**config.mk**
```make
export PLATFORM = sky130hd
export DESIGN_NAME = serial_add_sub
export DESIGN_NICKNAME = d
export VERILOG_FILES = /design/src/rtl/serial_add_sub.sv
export SDC_FILE = /design/constraint.sdc
export NUM_CORES = 1
export LEC_CHECK = 0
export ABC_AREA = 1
export CORE_MARGIN = 1.5
export CORE_UTILIZATION = 30
export DETAILED_ROUTE_END_ITERATION = 6
export MAX_ROUTING_LAYER = met4
export PLACE_DENSITY = 0.52
export SLEW_MARGIN = 20
export SYNTH_ARGS = -nofsm -noshare
export SYNTH_HDL_FRONTEND = slang
export SYNTH_SLANG_ARGS = --single-unit
```
**constraint.sdc**
```tcl
create_clock -name clk -period 3.8 [get_ports clk]
set_clock_uncertainty 0.1 [all_clocks]
set_input_delay 1.14 -clock clk [delete_from_list [all_inputs] [get_ports clk]]
set_output_delay 1.14 -clock clk [all_outputs]
set_load 0.01 [all_outputs]
```
**src/rtl/serial_add_sub.sv**
```systemverilog
// ---------------------------------------------------------------------------
// serial_add_sub
//   Bit-serial adder/subtractor. Operands are latched on a start request and
//   processed one bit per clock, LSB first, through a single full-adder slice
//   and one carry flip-flop. Subtraction is A + ~B + 1: the B operand is
//   inverted at load time and the carry is preset to 1.
//
// Ports
//   clk     : clock, rising edge active
//   rst_n   : asynchronous active-low reset
//   start   : request a new operation (only honoured in IDLE)
//   sub     : 0 = A+B, 1 = A-B (sampled with start)
//   a, b    : N-bit operands (sampled with start)
//   busy    : high while the serial computation is running
//   done    : one-cycle pulse when result/cout/ovf have just been updated
//   result  : N-bit sum/difference, held until the next completion
//   cout    : carry out (for subtraction 1 = no borrow)
//   ovf     : two's-complement signed overflow
// ---------------------------------------------------------------------------
module serial_add_sub #(
  parameter int N = 4
) (
  input  logic         clk,
  input  logic         rst_n,
  input  logic         start,
  input  logic         sub,
  input  logic [N-1:0] a,
  input  logic [N-1:0] b,
  output logic         busy,
  output logic         done,
  output logic [N-1:0] result,
  output logic         cout,
  output logic         ovf
);

  localparam int CW = $clog2(N);

  typedef enum logic [1:0] {
    S_IDLE = 2'd0,
    S_RUN  = 2'd1,
    S_DONE = 2'd2
  } state_t;

  state_t         r_state;
  logic [N-1:0]   r_opa;
  logic [N-1:0]   r_opb;
  logic [N-1:0]   r_sum;
  logic           r_carry;
  logic [CW-1:0]  r_cnt;

  logic           w_s;
  logic           w_cnext;
  logic           w_last;

  // Single full-adder slice working on the current LSBs.
  assign w_s     = r_opa[0] ^ r_opb[0] ^ r_carry;
  assign w_cnext = (r_opa[0] & r_opb[0]) | (r_opa[0] & r_carry) | (r_opb[0] & r_carry);
  assign w_last  = (r_cnt == CW'(N - 1));

  always_ff @(posedge clk or negedge rst_n) begin
    if (!rst_n) begin
      r_state <= S_IDLE;
      r_opa   <= '0;
      r_opb   <= '0;
      r_sum   <= '0;
      r_carry <= 1'b0;
      r_cnt   <= '0;
      busy    <= 1'b0;
      done    <= 1'b0;
      result  <= '0;
      cout    <= 1'b0;
      ovf     <= 1'b0;
    end else begin
      case (r_state)
        S_IDLE: begin
          done <= 1'b0;
          if (start) begin
            r_opa   <= a;
            r_opb   <= b ^ {N{sub}};
            r_carry <= sub;
            r_cnt   <= '0;
            r_state <= S_RUN;
            busy    <= 1'b1;
          end
        end

        S_RUN: begin
          r_carry <= w_cnext;
          r_opa   <= r_opa >> 1;
          r_opb   <= r_opb >> 1;
          r_sum   <= {w_s, r_sum[N-1:1]};
          r_cnt   <= r_cnt + CW'(1);
          if (w_last) begin
            // On the MSB step r_carry is still the carry into the MSB, so
            // signed overflow is that carry XOR the carry out of the MSB.
            result  <= {w_s, r_sum[N-1:1]};
            cout    <= w_cnext;
            ovf     <= r_carry ^ w_cnext;
            r_state <= S_DONE;
            busy    <= 1'b0;
            done    <= 1'b1;
          end
        end

        S_DONE: begin
          done    <= 1'b0;
          r_state <= S_IDLE;
        end

        default: begin
          r_state <= S_IDLE;
          busy    <= 1'b0;
          done    <= 1'b0;
        end
      endcase
    end
  end

endmodule

```
After elaboration in Yosys (flattened, before gate mapping)
Index checks and enable logic that the tools add are counted.
{"block": "classes", "n_addsub": 1, "eq_ne": 5, "mux": 16, "bitwise": 10, "n_reduce_logical": 6}
{"cell": "4-bit one-hot mux with 2 select lines", "count": 2}
{"cell": "4-bit two-way mux", "count": 2}
{"cell": "2-bit one-hot mux with 2 select lines", "count": 2}
{"cell": "2-bit two-way mux", "count": 3}
{"cell": "2-bit AND reduction", "count": 3}
{"cell": "1-bit two-way mux", "count": 5}
{"cell": "2-bit equality test (second input constant)", "count": 2}
{"cell": "2-bit != test (second input constant)", "count": 2}
{"cell": "4-bit XOR", "count": 1}
{"cell": "1-bit bitwise AND", "count": 3}
{"cell": "1-bit one-hot mux with 3 select lines", "count": 1}
{"cell": "3-bit AND reduction", "count": 1}
{"cell": "1-bit XOR", "count": 3}
{"cell": "2-bit by 1-bit adder with 2-bit output (second input constant)", "count": 1}
{"cell": "2-bit by 1-bit equality test with 1-bit output (second input constant)", "count": 1}
{"cell": "2-bit zero test", "count": 1}
{"cell": "1-bit OR", "count": 2}
{"cell": "1-bit one-hot mux with 2 select lines", "count": 1}
{"cell": "2-bit nonzero test", "count": 1}
{"cell": "1-bit NOT", "count": 1}
{"block": "word_totals", "ff_bits": 25, "inputBits": 12, "output_inout_bits": 8}

Depth between registers and ports, before layout
Gate-level depths: netlist of the first run.
{"block": "depth", "depth_word": 4, "ltp_mapped": 6}

Worst setup path before layout of the first run
OpenSTA, ideal clock, no wires.
{"block": "synth_path", "kind": "input -> register", "startpoint": "input start", "endpoint": "register r_opb[1]", "t_arrival_ps": 1499, "required_time_ps": 3576, "slack_ps": 2076, "path_stages": 4, "path_cell_list": "nand2_2 > buf_2 > nand3_1 > nand3_1"}
{"block": "synth_between", "elab_chain_cells": 2}
{"element": "from (decl)", "line_no": "25", "source": "input logic start,"}
{"element": "2-bit != test (no source line)"}
{"element": "2-bit AND reduction (no source line)"}
{"element": "to (signal assigned)", "line_no": "79", "source": "r_opb <= b ^ {N{sub}};"}
{"element": "to (signal assigned)", "line_no": "90", "source": "r_opb <= r_opb >> 1;"}
{"element": "to (decl)", "line_no": "46", "source": "logic [N-1:0] r_opb;"}
No other way between the ends.
A chain may end at the register's enable or synchronous reset.

Worst setup path in the final report of the first run
{"block": "layout_path", "startpoint": "register busy", "endpoint": "output busy"}
{"element": "from (decl)", "line_no": "29", "source": "output logic busy,"}
{"element": "from (signal assigned)", "line_no": "68", "source": "busy <= 1'b0;"}
{"element": "from (signal assigned)", "line_no": "83", "source": "busy <= 1'b1;"}
{"element": "from (signal assigned)", "line_no": "100", "source": "busy <= 1'b0;"}
No word-level cell between the ends.

==> flow_summary.toml, run 1 <==
[status]
status = "completed"

[critical_path]
reg2reg_setup_slack_ns = 2.32
crit_fanout = 2
r2r_cells = 5
crit_start = "busy"
crit_type = "flop to output port"
path_delay_family = "buffers and inverters"
cp-endpoint = "busy"
critPathBufInv = 1
worst-endpoint-arrival_ns = 1.25
worstPathRequired_ns = 2.56
slowest_delay_ns = 0.54
cpMaxStageDelayCell = "clkdlybuf4s50_1"
crit_chain = "clkdlybuf4s50_1"
start_kind = "flop"
cp.depth = 1
end_kind = "output port"
r2r_start = "r_state[1]"
rr_endpoint = "ovf"

[timing]
rsz0062_at_grt = "false"
setup_tns_ns = 0
fin_ws_ns = 1.312
slew_violations = 0
period_share_pct = 65.48
setup_viol_count_final = 0
fmax_mhz = 401.9
period_needed_ns = 2.488
max_slew_margin_pct = 55.89
worst_pin_slew_ns = 0.6601
hold_viol_final = 0

[layout]
syn2layout_area_growth_pct = 26.45
layout-drive-gt1-share_pct = 8.276
fillers = 355
design_area_sq_um = 1364
diodes = 0
final-instance-count-excl-fill = 191
nets = 160
multiInputGateArea_sq_um = 417.9
final_core_util_pct = 40.24
seq_area_sq_um = 600.6

[global_routing]
grt_pass1_vias = 798
antenna_found_initial = 0
met3_usage_pct = 3.604
use_met2_pct = 17.02
overflow = 0
top_usage_layer = "met2"
grt_max_degree = 25
met1_usage_pct = 14.90
grt_pass1_wl_microns = 3484
grt_use_total_pct = 11.23

[detailed_routing]
wire_per_inst_microns = 10.60
via_per_inst = 4.424
wl_microns = 2024
drtAntennaViolNets = 0
drtIter0Drc = 43
vias = 845
drc = 0
drtPass1Iterations = 4

[power_and_ir_drop]
irDropWorstVdd_uv = 301.9
power.density_nw_per_um2 = 746.8
power_leakage_uw = 0.0006675

[floorplanning]
die_area_sq_um = 3964
core-area_sq_um = 3390
die_height_microns = 62.96
ios = 20
initial_utilization_pct = 31.82
die_w_microns = 62.96
rows = 21

[clock_network]
cts_buffer_depth = 2
cts_setup_buffers = 0
clock_latency_ns = 0.32
clkTransAtPathRegs_ns = 0.13
clockRootBuffer = "clkbuf_4"
numCtsBuffers = 3
htreeDepth = 1
post_cts_resized = 0
ctsHoldBuffers = 0
cts.sinks = 24
cts_tree = "built"

[synthesis]
yosysTopAreaCellShare_pct = 55.68
ys.warnings.count = 0
synth_nets = 139
syn_area_sq_um = 1079
ys_seq_elements = 24
yosys.area.top_type = "dfrtp_1"
synthDistinctLibCells = 17
avgSynthCellArea_sq_um = 8.628
synthCells = 125
ys_seq_area_share_pct = 55.68
synth_area_leaders = "dfrtp_1 (56%), nand2_1 (15%), nand3_1 (10%), inv_1 (2.8%), fa_1 (1.9%)"

[flow_run]
maxCapViolCount = 0

[min_path]
hold_depth = 2
min_path_type = "flop to flop"

[place]
port_buffers = 19
placed_cells = 187
place.gp.congestion = 0.8140
dp_slack_ns = 1.260
dp_hpwl_microns = 1446
postPlaceCellArea_sq_um = 1311
-- metrics by stage --
| step | hold slack, ns | power (uW) |
|---|---|---|
| 6_report | 0.3974 | 1019 |
| 5_1_grt | 0.4168 | 1114 |
| 4_1_cts | 0.3985 | 1037 |
| 3_5_place_dp | 0.3642 | 847.0 |
| 3_3_place_gp | 0.3675 | 842.5 |
| 2_1_floorplan | 0.3422 | 702.8 |
-- power by group --
part           internal, uW  switching (uW)
Combinational           173             227
Sequential              364            68.2
Clock                   107            79.0
Total                   645             374
-- area by class of cell --
| cell class | instances | area share [%] |
|---|---|---|
| sequential | 24 | 44.04 |
| multi-input combinational | 87 | 30.64 |
| inverter | 10 | 2.752 |
| clock buffer | 3 | 1.651 |
| clock inverter | 1 | 2.202 |
| tap | 46 | 4.220 |
| timing repair buffer | 20 | 14.50 |
-- synth_stat cells --
cell,count
dfrtp_1,24
buf_4,1
xor2_1,2
inv_1,8
nand3_1,22
nand2_1,42
o21ai_0,4
nand2_2,2
a21oi_1,1
fa_1,1
inv_2,2
nor2_1,5
nor2_4,1
buf_2,3
o21ai_1,4
nor2_2,2
ha_1,1
-- how the worst min path moves through the flow --
stage	start	endpoint	slack [ns]
3_5_place_dp	cout	cout	0.36
6_report	cout	cout	0.40
4_1_cts	cout	cout	0.40
2_1_floorplan	r_sum[1]	result[0]	0.34
5_1_grt	cout	cout	0.42
3_3_place_gp	ovf	ovf	0.37
-- flip-flops by register name, indices dropped and copies added, names as in the netlist, 2 cells and up --
signal,count
r_cnt,2
result,4
r_opa,4
r_opb,4
r_sum,3
r_state,2
-- routing by layer --
layer  share of wire, %  up-vias  wire, microns
li1                   -      439              -
met1                 48      379            966
met4               0.49        0             10
met5                  0        -              0
met2                 46       24            924
met3                6.0        3            122
-- layout by cell type, fill, tap and decap left out --
master           instances
a21oi_1                  1
buf_4                    1
bufinv_16                1
clkbuf_4                 3
clkdlybuf4s50_1         19
dfrtp_1                 24
fa_1                     1
ha_1                     1
inv_1                    8
inv_2                    2
nand2_1                 42
nand2_2                  2
nand3_1                 22
nor2_1                   5
nor2_2                   2
nor2_4                   1
o21ai_0                  4
o21ai_1                  4
xor2_1                   2
-- cell families (layout without fill, tap and decap cells) --
logic type	after synthesis	after routing	share of synthesized area (%)
xor gates and xnor gates	2	2	1.624
and+or+nand+nor	74	74	29.93
adders and majority gates	2	2	3.016
AOI/OAI and AO/OA	9	9	4.176
DFF	24	24	55.68
buffers and inverters	14	34	5.569
Power figures use the tool's default switching activity.
==> run 2: changes to the inputs <==
Clock period 3.8 ns to 2.5 ns, I/O delays scaled along.
==> run 2 against run 1 <==
  * Power increased by 53%
  * Global-route usage increased by 1.3 points
  * Final cell count unchanged
  * Non-clock buffer count unchanged
  * Via count increased by 1.3%
  * Hold slack improved by 0.0012 ns
  * Sequential power increased by 53%
  * Register-to-register slack got worse by 1.3 ns
  * Flip-flop and latch count unchanged
==> flow_summary.toml, run 2 (synthesis gave the netlist of run 1 again) <==
[timing]
period_needed_ns = 2.097
worst_pin_slew_ns = 0.6597
slew_violations = 0
rsz0062_at_grt = "false"
fin_ws_ns = 0.4029
hold_viol_final = 0
max_slew_margin_pct = 55.92
setup_tns_ns = 0
fmax_mhz = 476.8
period_share_pct = 83.89
setup_viol_count_final = 0

[detailed_routing]
wire_per_inst_microns = 11.14
via_per_inst = 4.482
vias = 856
drtPass1Iterations = 4
drc = 0
drtIter0Drc = 50
wl_microns = 2128
drtAntennaViolNets = 0

[clock_network]
post_cts_resized = 0
cts_buffer_depth = 2
numCtsBuffers = 3
clkTransAtPathRegs_ns = 0.14
cts_tree = "built"
clockRootBuffer = "clkbuf_4"
ctsHoldBuffers = 0
cts_setup_buffers = 0
clock_latency_ns = 0.32
cts.sinks = 24
htreeDepth = 1

[global_routing]
grt_pass1_vias = 881
grt_use_total_pct = 12.56
grt_pass1_wl_microns = 3870
antenna_found_initial = 0
overflow = 0
grt_max_degree = 25

[min_path]
hold_depth = 2
min_path_type = "flop to flop"

[floorplanning]
die_area_sq_um = 3964
initial_utilization_pct = 31.82
core-area_sq_um = 3390
rows = 21
ios = 20
die_height_microns = 62.96
die_w_microns = 62.96

[layout]
diodes = 0
nets = 160
syn2layout_area_growth_pct = 26.45
final_common_cell = "nand2_1"
final-instance-count-excl-fill = 191
final_core_util_pct = 40.24
reg_top3 = "r_opa x4, r_opb x4, result x4"
fillers = 363
final_cell_mix = "nand2_1 (42), dfrtp_1 (24), nand3_1 (22), clkdlybuf4s50_1 (19), inv_1 (8)"
layout-drive-gt1-share_pct = 8.276

[critical_path]
cpMaxStageDelayCell = "clkdlybuf4s50_1"
r2r_cells = 5
reg2reg_setup_slack_ns = 1.02
path_delay_family = "buffers and inverters"
cp.depth = 1
critPathBufInv = 1
crit_fanout = 2
end_kind = "output port"
crit_type = "flop to output port"
crit_chain = "clkdlybuf4s50_1"
worstPathRequired_ns = 1.65
start_kind = "flop"
slowest_delay_ns = 0.54
worst-endpoint-arrival_ns = 1.25

[power_and_ir_drop]
power_leakage_uw = 0.0006675
power.density_nw_per_um2 = 1145
clockPowerShare_pct = 18.5
p_sw_share_pct = 37.14
p_comb_share_pct = 39.1
p_seq_share_pct = 42.4
internal_power_uw = 981.3
switchingPower_uw = 579.9
irDropWorstVdd_uv = 625.7

[flow_run]
maxCapViolCount = 0

[status]
status = "completed"

[place]
port_buffers = 19
dp_slack_ns = 0.3457
placed_cells = 187
place.gp.congestion = 0.8332
dp_hpwl_microns = 1543
run 2: metal layers:
metal  GRT usage (%)  routed length [microns]
met2           19.55                      989
met4           3.333                       21
met3           3.423                      103
met1           16.12                     1014
met5               -                        0
run 2: worst paths after layout:
check	from	endpoint
setup reg to reg	r_state[1]	ovf
max in group asynchronous	rst_n	r_opb[3]
min in group asynchronous	rst_n	result[1]
hold / removal	r_sum[1]	result[0]
hold reg to reg	r_sum[1]	result[0]
setup / recovery	busy	busy
run 2: worst reg2reg max path, stage by stage (launching register included):
cell	delay, ns
dfrtp_1	0.45
inv_2	0.09
nand2_1	0.39
nor2_4	0.27
nand2_1	0.08
nand2_1	0.06
run 2: final cells by class:
type,count,area (sq um),area share [%]
repair buffers,20,197.7,14.50
flip-flops and latches,24,600.6,44.04
inverters,10,37.54,2.752
clock inverters,1,30.03,2.202
multi-input cells,87,417.9,30.64
clock buffers,3,22.52,1.651
well taps,46,57.56,4.220
run 2: power by group through the flow:
| stage | clock network (uW) | registers [uW] | logic [uW] |
|---|---|---|---|
| floorplan | 0 | 677 | 392 |
| global placement | 0 | 667 | 614 |
| detailed placement | 0 | 671 | 622 |
| CTS | 295 | 664 | 622 |
| global route | 315 | 682 | 708 |
| finish | 289 | 661 | 611 |
run 2: through the flow:
stage               power [uW]  hold slack [ns]  cell area [sq um]
floorplan                 1068           0.3422               1079
global placement          1281           0.3676               1311
detailed placement        1293           0.3726               1311
CTS                       1582           0.4057               1364
global route              1705           0.4340               1364
finish                    1561           0.3985               1364
